--- src/rtl/subservient_dbg_loader.sv ---
// subservient_dbg_loader: packs a byte stream into words and writes them over the subservient debug Wishbone port
// while holding the CPU in reset; define SUBSERVIENT_DBG_LOADER_VERIFY_EN to read back and compare every word.
module subservient_dbg_loader #(
  parameter logic [31:0] BASE_ADR = 32'h0000_0000,
  parameter int          LEN_W    = 16,
  parameter int          TIMEOUT  = 1023
) (
  input  logic             i_clk,
  input  logic             i_rst,
  input  logic             i_start,
  input  logic [LEN_W-1:0] i_len,
  input  logic [7:0]       i_byte,
  input  logic             i_byte_valid,
  output logic             o_byte_ready,
  output logic             o_debug_mode,
  output logic             o_cpu_rst,
  output logic [31:0]      o_wb_dbg_adr,
  output logic [31:0]      o_wb_dbg_dat,
  output logic [3:0]       o_wb_dbg_sel,
  output logic             o_wb_dbg_we,
  output logic             o_wb_dbg_stb,
  input  logic [31:0]      i_wb_dbg_rdt,
  input  logic             i_wb_dbg_ack,
  output logic             o_busy,
  output logic             o_done,
  output logic             o_err
);
  localparam int TW = $clog2(TIMEOUT + 1);
`ifdef SUBSERVIENT_DBG_LOADER_VERIFY_EN
  typedef enum logic [2:0] {IDLE, COLLECT, WRITE, VERIFY, FINISH} state_t;
`else
  typedef enum logic [2:0] {IDLE, COLLECT, WRITE, FINISH} state_t;
  logic unused_rdt;
  assign unused_rdt = ^i_wb_dbg_rdt;
`endif
  state_t           state_q;
  logic [LEN_W-1:0] cnt_q;
  logic [1:0]       idx_q;
  logic [TW-1:0]    tmr_q;
  logic [31:0]      adr_q, dat_q;
  logic             dbg_q, crst_q, stb_q, we_q, rdy_q, done_q, err_q;
  logic             ack, expired, last;
  assign ack     = stb_q & i_wb_dbg_ack;
  assign expired = stb_q & ~i_wb_dbg_ack & (tmr_q == TW'(TIMEOUT - 1));
  assign last    = cnt_q == LEN_W'(1);
  always_ff @(posedge i_clk) begin
    done_q <= 1'b0;
    if (i_rst) begin
      state_q <= IDLE;
      cnt_q   <= '0;
      idx_q   <= '0;
      tmr_q   <= '0;
      adr_q   <= BASE_ADR;
      dat_q   <= '0;
      dbg_q   <= 1'b0;
      crst_q  <= 1'b0;
      stb_q   <= 1'b0;
      we_q    <= 1'b0;
      rdy_q   <= 1'b0;
      err_q   <= 1'b0;
    end else begin
      // the timer is held at zero between strobes, so each strobe gets a fresh budget
      tmr_q <= stb_q ? tmr_q + 1'b1 : '0;
      case (state_q)
        IDLE: if (i_start) begin
          err_q <= 1'b0;
          if (i_len != '0) begin
            cnt_q   <= i_len;
            adr_q   <= BASE_ADR;
            idx_q   <= '0;
            dbg_q   <= 1'b1;
            crst_q  <= 1'b1;
            rdy_q   <= 1'b1;
            state_q <= COLLECT;
          end else done_q <= 1'b1;
        end
        COLLECT: if (i_byte_valid) begin
          dat_q[8*idx_q +: 8] <= i_byte;
          idx_q <= idx_q + 1'b1;
          if (idx_q == 2'd3) begin
            rdy_q   <= 1'b0;
            stb_q   <= 1'b1;
            we_q    <= 1'b1;
            state_q <= WRITE;
          end
        end
        WRITE: if (expired) begin
          stb_q   <= 1'b0;
          err_q   <= 1'b1;
          state_q <= FINISH;
        end else if (ack) begin
          stb_q <= 1'b0;
`ifdef SUBSERVIENT_DBG_LOADER_VERIFY_EN
          state_q <= VERIFY;
`else
          adr_q   <= adr_q + 32'd4;
          cnt_q   <= cnt_q - 1'b1;
          rdy_q   <= ~last;
          state_q <= last ? FINISH : COLLECT;
`endif
        end
`ifdef SUBSERVIENT_DBG_LOADER_VERIFY_EN
        VERIFY: if (!stb_q) begin
          stb_q <= 1'b1;
          we_q  <= 1'b0;
        end else if (expired) begin
          stb_q   <= 1'b0;
          err_q   <= 1'b1;
          state_q <= FINISH;
        end else if (ack) begin
          stb_q   <= 1'b0;
          err_q   <= err_q | (i_wb_dbg_rdt != dat_q);
          adr_q   <= adr_q + 32'd4;
          cnt_q   <= cnt_q - 1'b1;
          rdy_q   <= ~last;
          state_q <= last ? FINISH : COLLECT;
        end
`endif
        FINISH: begin
          dbg_q   <= 1'b0;
          crst_q  <= 1'b0;
          done_q  <= 1'b1;
          state_q <= IDLE;
        end
        default: state_q <= IDLE;
      endcase
    end
  end
  assign o_byte_ready = rdy_q;
  assign o_debug_mode = dbg_q;
  assign o_cpu_rst    = crst_q;
  assign o_wb_dbg_adr = adr_q;
  assign o_wb_dbg_dat = dat_q;
  assign o_wb_dbg_sel = 4'hf;
  assign o_wb_dbg_we  = we_q;
  assign o_wb_dbg_stb = stb_q;
  assign o_busy       = state_q != IDLE;
  assign o_done       = done_q;
  assign o_err        = err_q;
endmodule
--- config.mk ---
export PLATFORM = sky130hd
export DESIGN_NAME = subservient_dbg_loader
export DESIGN_NICKNAME = d
export VERILOG_FILES = /design/src/rtl/subservient_dbg_loader.sv
export SDC_FILE = /design/constraint.sdc
export NUM_CORES = 1
export LEC_CHECK = 0
export ABC_AREA = 1
export BUFFER_PORTS_ARGS = -buffer_cell sky130_fd_sc_hd__buf_2
export CORE_ASPECT_RATIO = 1.2
export CORE_MARGIN = 10
export CORE_UTILIZATION = 50
export CTS_CLUSTER_SIZE = 10
export DETAILED_ROUTE_END_ITERATION = 10
export PLACE_DENSITY = 0.85
export SYNTH_ARGS = -nofsm -noshare
export SYNTH_HDL_FRONTEND = slang
export SYNTH_SLANG_ARGS = --single-unit
export TNS_END_PERCENT = 50
--- constraint.sdc ---
create_clock -name i_clk -period 3 [get_ports i_clk]
set_input_delay 0.15 -clock i_clk [delete_from_list [all_inputs] [get_ports i_clk]]
set_output_delay 0.15 -clock i_clk [all_outputs]
set_load 0.02 [all_outputs]
==> metrics <==
RSZ-0062 raised after global routing no; die area 0.01538 sq mm; WHS Path Cells 5; DRC viols 0; Peak supply drop 0.3750 mV; count of final setup violators 0; Crit path top cell by count nand2_1; WP buf/inv 3; fin area 0.006203 sq mm; row count 41; stages on the worst setup path 11; mapped cell area 0.005403 sq mm; clock sinks 98; total CTS buffers 9; startpoint types flop; core area 0.01057 sq mm; area leader, netlist dfxtp_1; Routed Antenna Nets 0; CP max FO 34; clk buf depth 2; Pleak 2.711 nW; Port Buffer Count 98; antenna violations before repair 0; cell family with most CP delay buffers and inverters; drt via density 5.234; pwr/cell area 721.7 mW/mm^2; WP data arrival 2.60 ns; crit path kind flop to flop; final worst path period need 2.319 ns; routed wire length 13.85 mm; worst rel slew slack 59.76%; Post-Place Worst Slack 0.7298 ns; first-pass GRT wire length 23.27 mm; Die Y-Extent 133.9 um; Synth cell types 38; Worst EP required 3.28 ns; Inst Count DP 1,003; Synth area leaders dfxtp_1, nand2_1, inv_1; Achievable Freq 0.4312 GHz; fin nets 961; GR Overflow Total 0; number of global-route vias before repair 5,012; Chip Width 114.9 um; clk_lat worst skew 0.35 ns; Tightest Pin Transition 0.6036 ns; async set-reset flop share out of synthesis 0%; CP cell instances inv_1, ha_1, inv_2, a21oi_1, nor2_2, a21boi_4, buf_4, nand3_1, nand2_1, nand2_1, nor2_1; io pins 137; final hold vios 0; Hold Path Class input pin to flop; clk slew on worst S/H paths 0.08 ns; status finished clean; layout cells sized above 1 16.07%; TritonCTS clock tree yes; DR WL/cell 13.59 um; vias 5,333; Max-Cap Viols 0; Yosys warning count 0; Final HPWL DP 10.14 mm; Area Overhead vs Synth 14.82%; Max stage delay on crit path 0.39 ns; post-place instance area 0.005893 sq mm; ant diodes 0; Total GRT Usage 17.76%; Synth top area share 36.31%; Starting Density 51.12%; Period Utilization, post-route 77.30%; cells after synthesis 802; root buf cell clkbuf_16; largest net degree at the start of global routing 55; Worst Setup End Kind flop; Yosys reg bits 98; FILL cells 1,013; gpl congestion 0.9359; register area share after synthesis 36.31%; Starting DRT DRC Count 393; worst setup margin 0.6809 ns; Final Max Tran Viols 0; Initial DRT Pass Iterations 5; Non-Filler Instances 1,019; Register-to-Register Path Depth 11; Hold Buf Count CTS 0; mean cell area of the mapped netlist 6.737 sq um; hold_ws 0.1624 ns; Worst path slowest cell dfxtp_1; H-tree depth 3; Worst Skew 0.008380 ns; Gates resized, CTS repair 0; most common flop cell mapped by yosys dfxtp_1; Post-synth EDFFs 0; TNS Setup 0 ns; postcts setup bufs 0
==> cell families (layout without fill, tap and decap cells) <==
family,count (synthesis),after routing,share of synthesized area (%)
AO/OA/AOI/OAI,151,151,16.84
XOR/XNOR,4,4,0.6484
adder cells (fa/ha/maj),15,15,3.474
buffers and inverters,158,242,12.64
flip-flops,98,98,36.31
other,2,6,0.1390
AND/OR/NAND/NOR,374,374,29.94
==> cells in the final DEF (no fill, tap or decap), types with 2 or more instances in the layout <==
cell type,instances
dfxtp_1,98
nand4_1,13
o21ai_0,31
inv_6,2
conb_1,6
buf_4,7
xor2_1,4
a31oi_1,30
clkinvlp_4,2
ha_1,15
and3_1,2
a211oi_1,31
inv_2,2
o21bai_1,2
o21ai_1,4
nor3b_2,4
inv_1,118
nor2_1,108
buf_2,98
nand3b_1,3
nand3_1,45
inv_8,2
nor3_1,15
nand2_2,3
nor2_2,5
nor2_4,2
nand2_1,170
a21oi_1,47
clkbuf_16,9
==> synth_stat cells, types with 2 or more instances <==
cell type	count
o21ai_0	31
inv_1	118
nor2_2	5
nor2_4	2
inv_2	2
xor2_1	4
nor3_1	15
buf_4	9
o21ai_1	4
buf_2	3
clkbuf_1	18
nand2_2	3
dfxtp_1	98
a31oi_1	30
a211oi_1	31
and3_1	2
ha_1	15
conb_1	2
nand4_1	13
o21bai_1	2
nand3_1	45
a21oi_1	47
buf_6	7
nand3b_1	3
nor2_1	108
nor3b_2	4
nand2_1	170
==> registers in the layout (all words and copies together), names as in the netlist <==
signal,flops
o_byte_ready,1
o_err,1
o_wb_dbg_we,1
o_wb_dbg_adr,30
o_done,1
o_wb_dbg_stb,1
state_q,2
cnt_q,16
tmr_q,10
o_wb_dbg_dat,32
idx_q,2
o_cpu_rst,1
==> per-layer routing <==
layer | track usage [%] | vias up | share of wire (%)
met5 | 0 | - | 0
met4 | 5.303 | 0 | 1.5
met3 | 5.132 | 18 | 8.3
met2 | 29.86 | 168 | 49
met1 | 21.18 | 2391 | 42
li1 | - | 2756 | -
==> stage by stage <==
stage | power [mW] | util, %
2_1_floorplan | 2.989 | -
3_3_place_gp | 3.233 | 55.77
3_5_place_dp | 3.263 | 55.77
4_1_cts | 4.488 | 58.70
5_1_grt | 4.801 | 58.70
6_report | 4.477 | 58.70
==> worst paths after layout <==
kind                                      start                       endpoint  slack (ns)
setup / recovery        state_q[0]$_SDFFE_PP0P_  o_wb_dbg_adr[31]$_SDFFE_PP0P_        0.68
hold / removal                        i_len[10]         cnt_q[10]$_SDFFE_PP0P_        0.16
setup reg to reg        state_q[0]$_SDFFE_PP0P_  o_wb_dbg_adr[31]$_SDFFE_PP0P_        0.68
hold reg to reg   o_wb_dbg_dat[26]$_SDFFE_PP0P_  o_wb_dbg_dat[26]$_SDFFE_PP0P_        0.45
==> final cells by class <==
class | instances | area [sq um] | area share [%]
repair buffers | 105 | 543.0 | 8.754
flip-flops and latches | 98 | 1962 | 31.63
multi-input cells | 550 | 2773 | 44.70
well taps | 129 | 161.4 | 2.602
clock buffers | 9 | 225.2 | 3.630
inverters | 121 | 454.2 | 7.322
clock inverters | 7 | 85.08 | 1.372
==> power breakdown <==
part	switching (mW)	internal [mW]
clock	0.554	0.665
sequential	0.127	1.46
combinational	1.16	0.515
==> worst reg2reg max path, cell delays in order, from the launching register on <==
cell      delay, ns
dfxtp_1        0.39
inv_1          0.12
ha_1           0.24
inv_2          0.29
a21oi_1        0.16
nor2_2         0.16
a21boi_4       0.17
buf_4          0.34
nand3_1        0.17
nand2_1        0.09
nand2_1        0.04
nor2_1         0.09
Note: power is estimated with default switching activity, not from simulation.
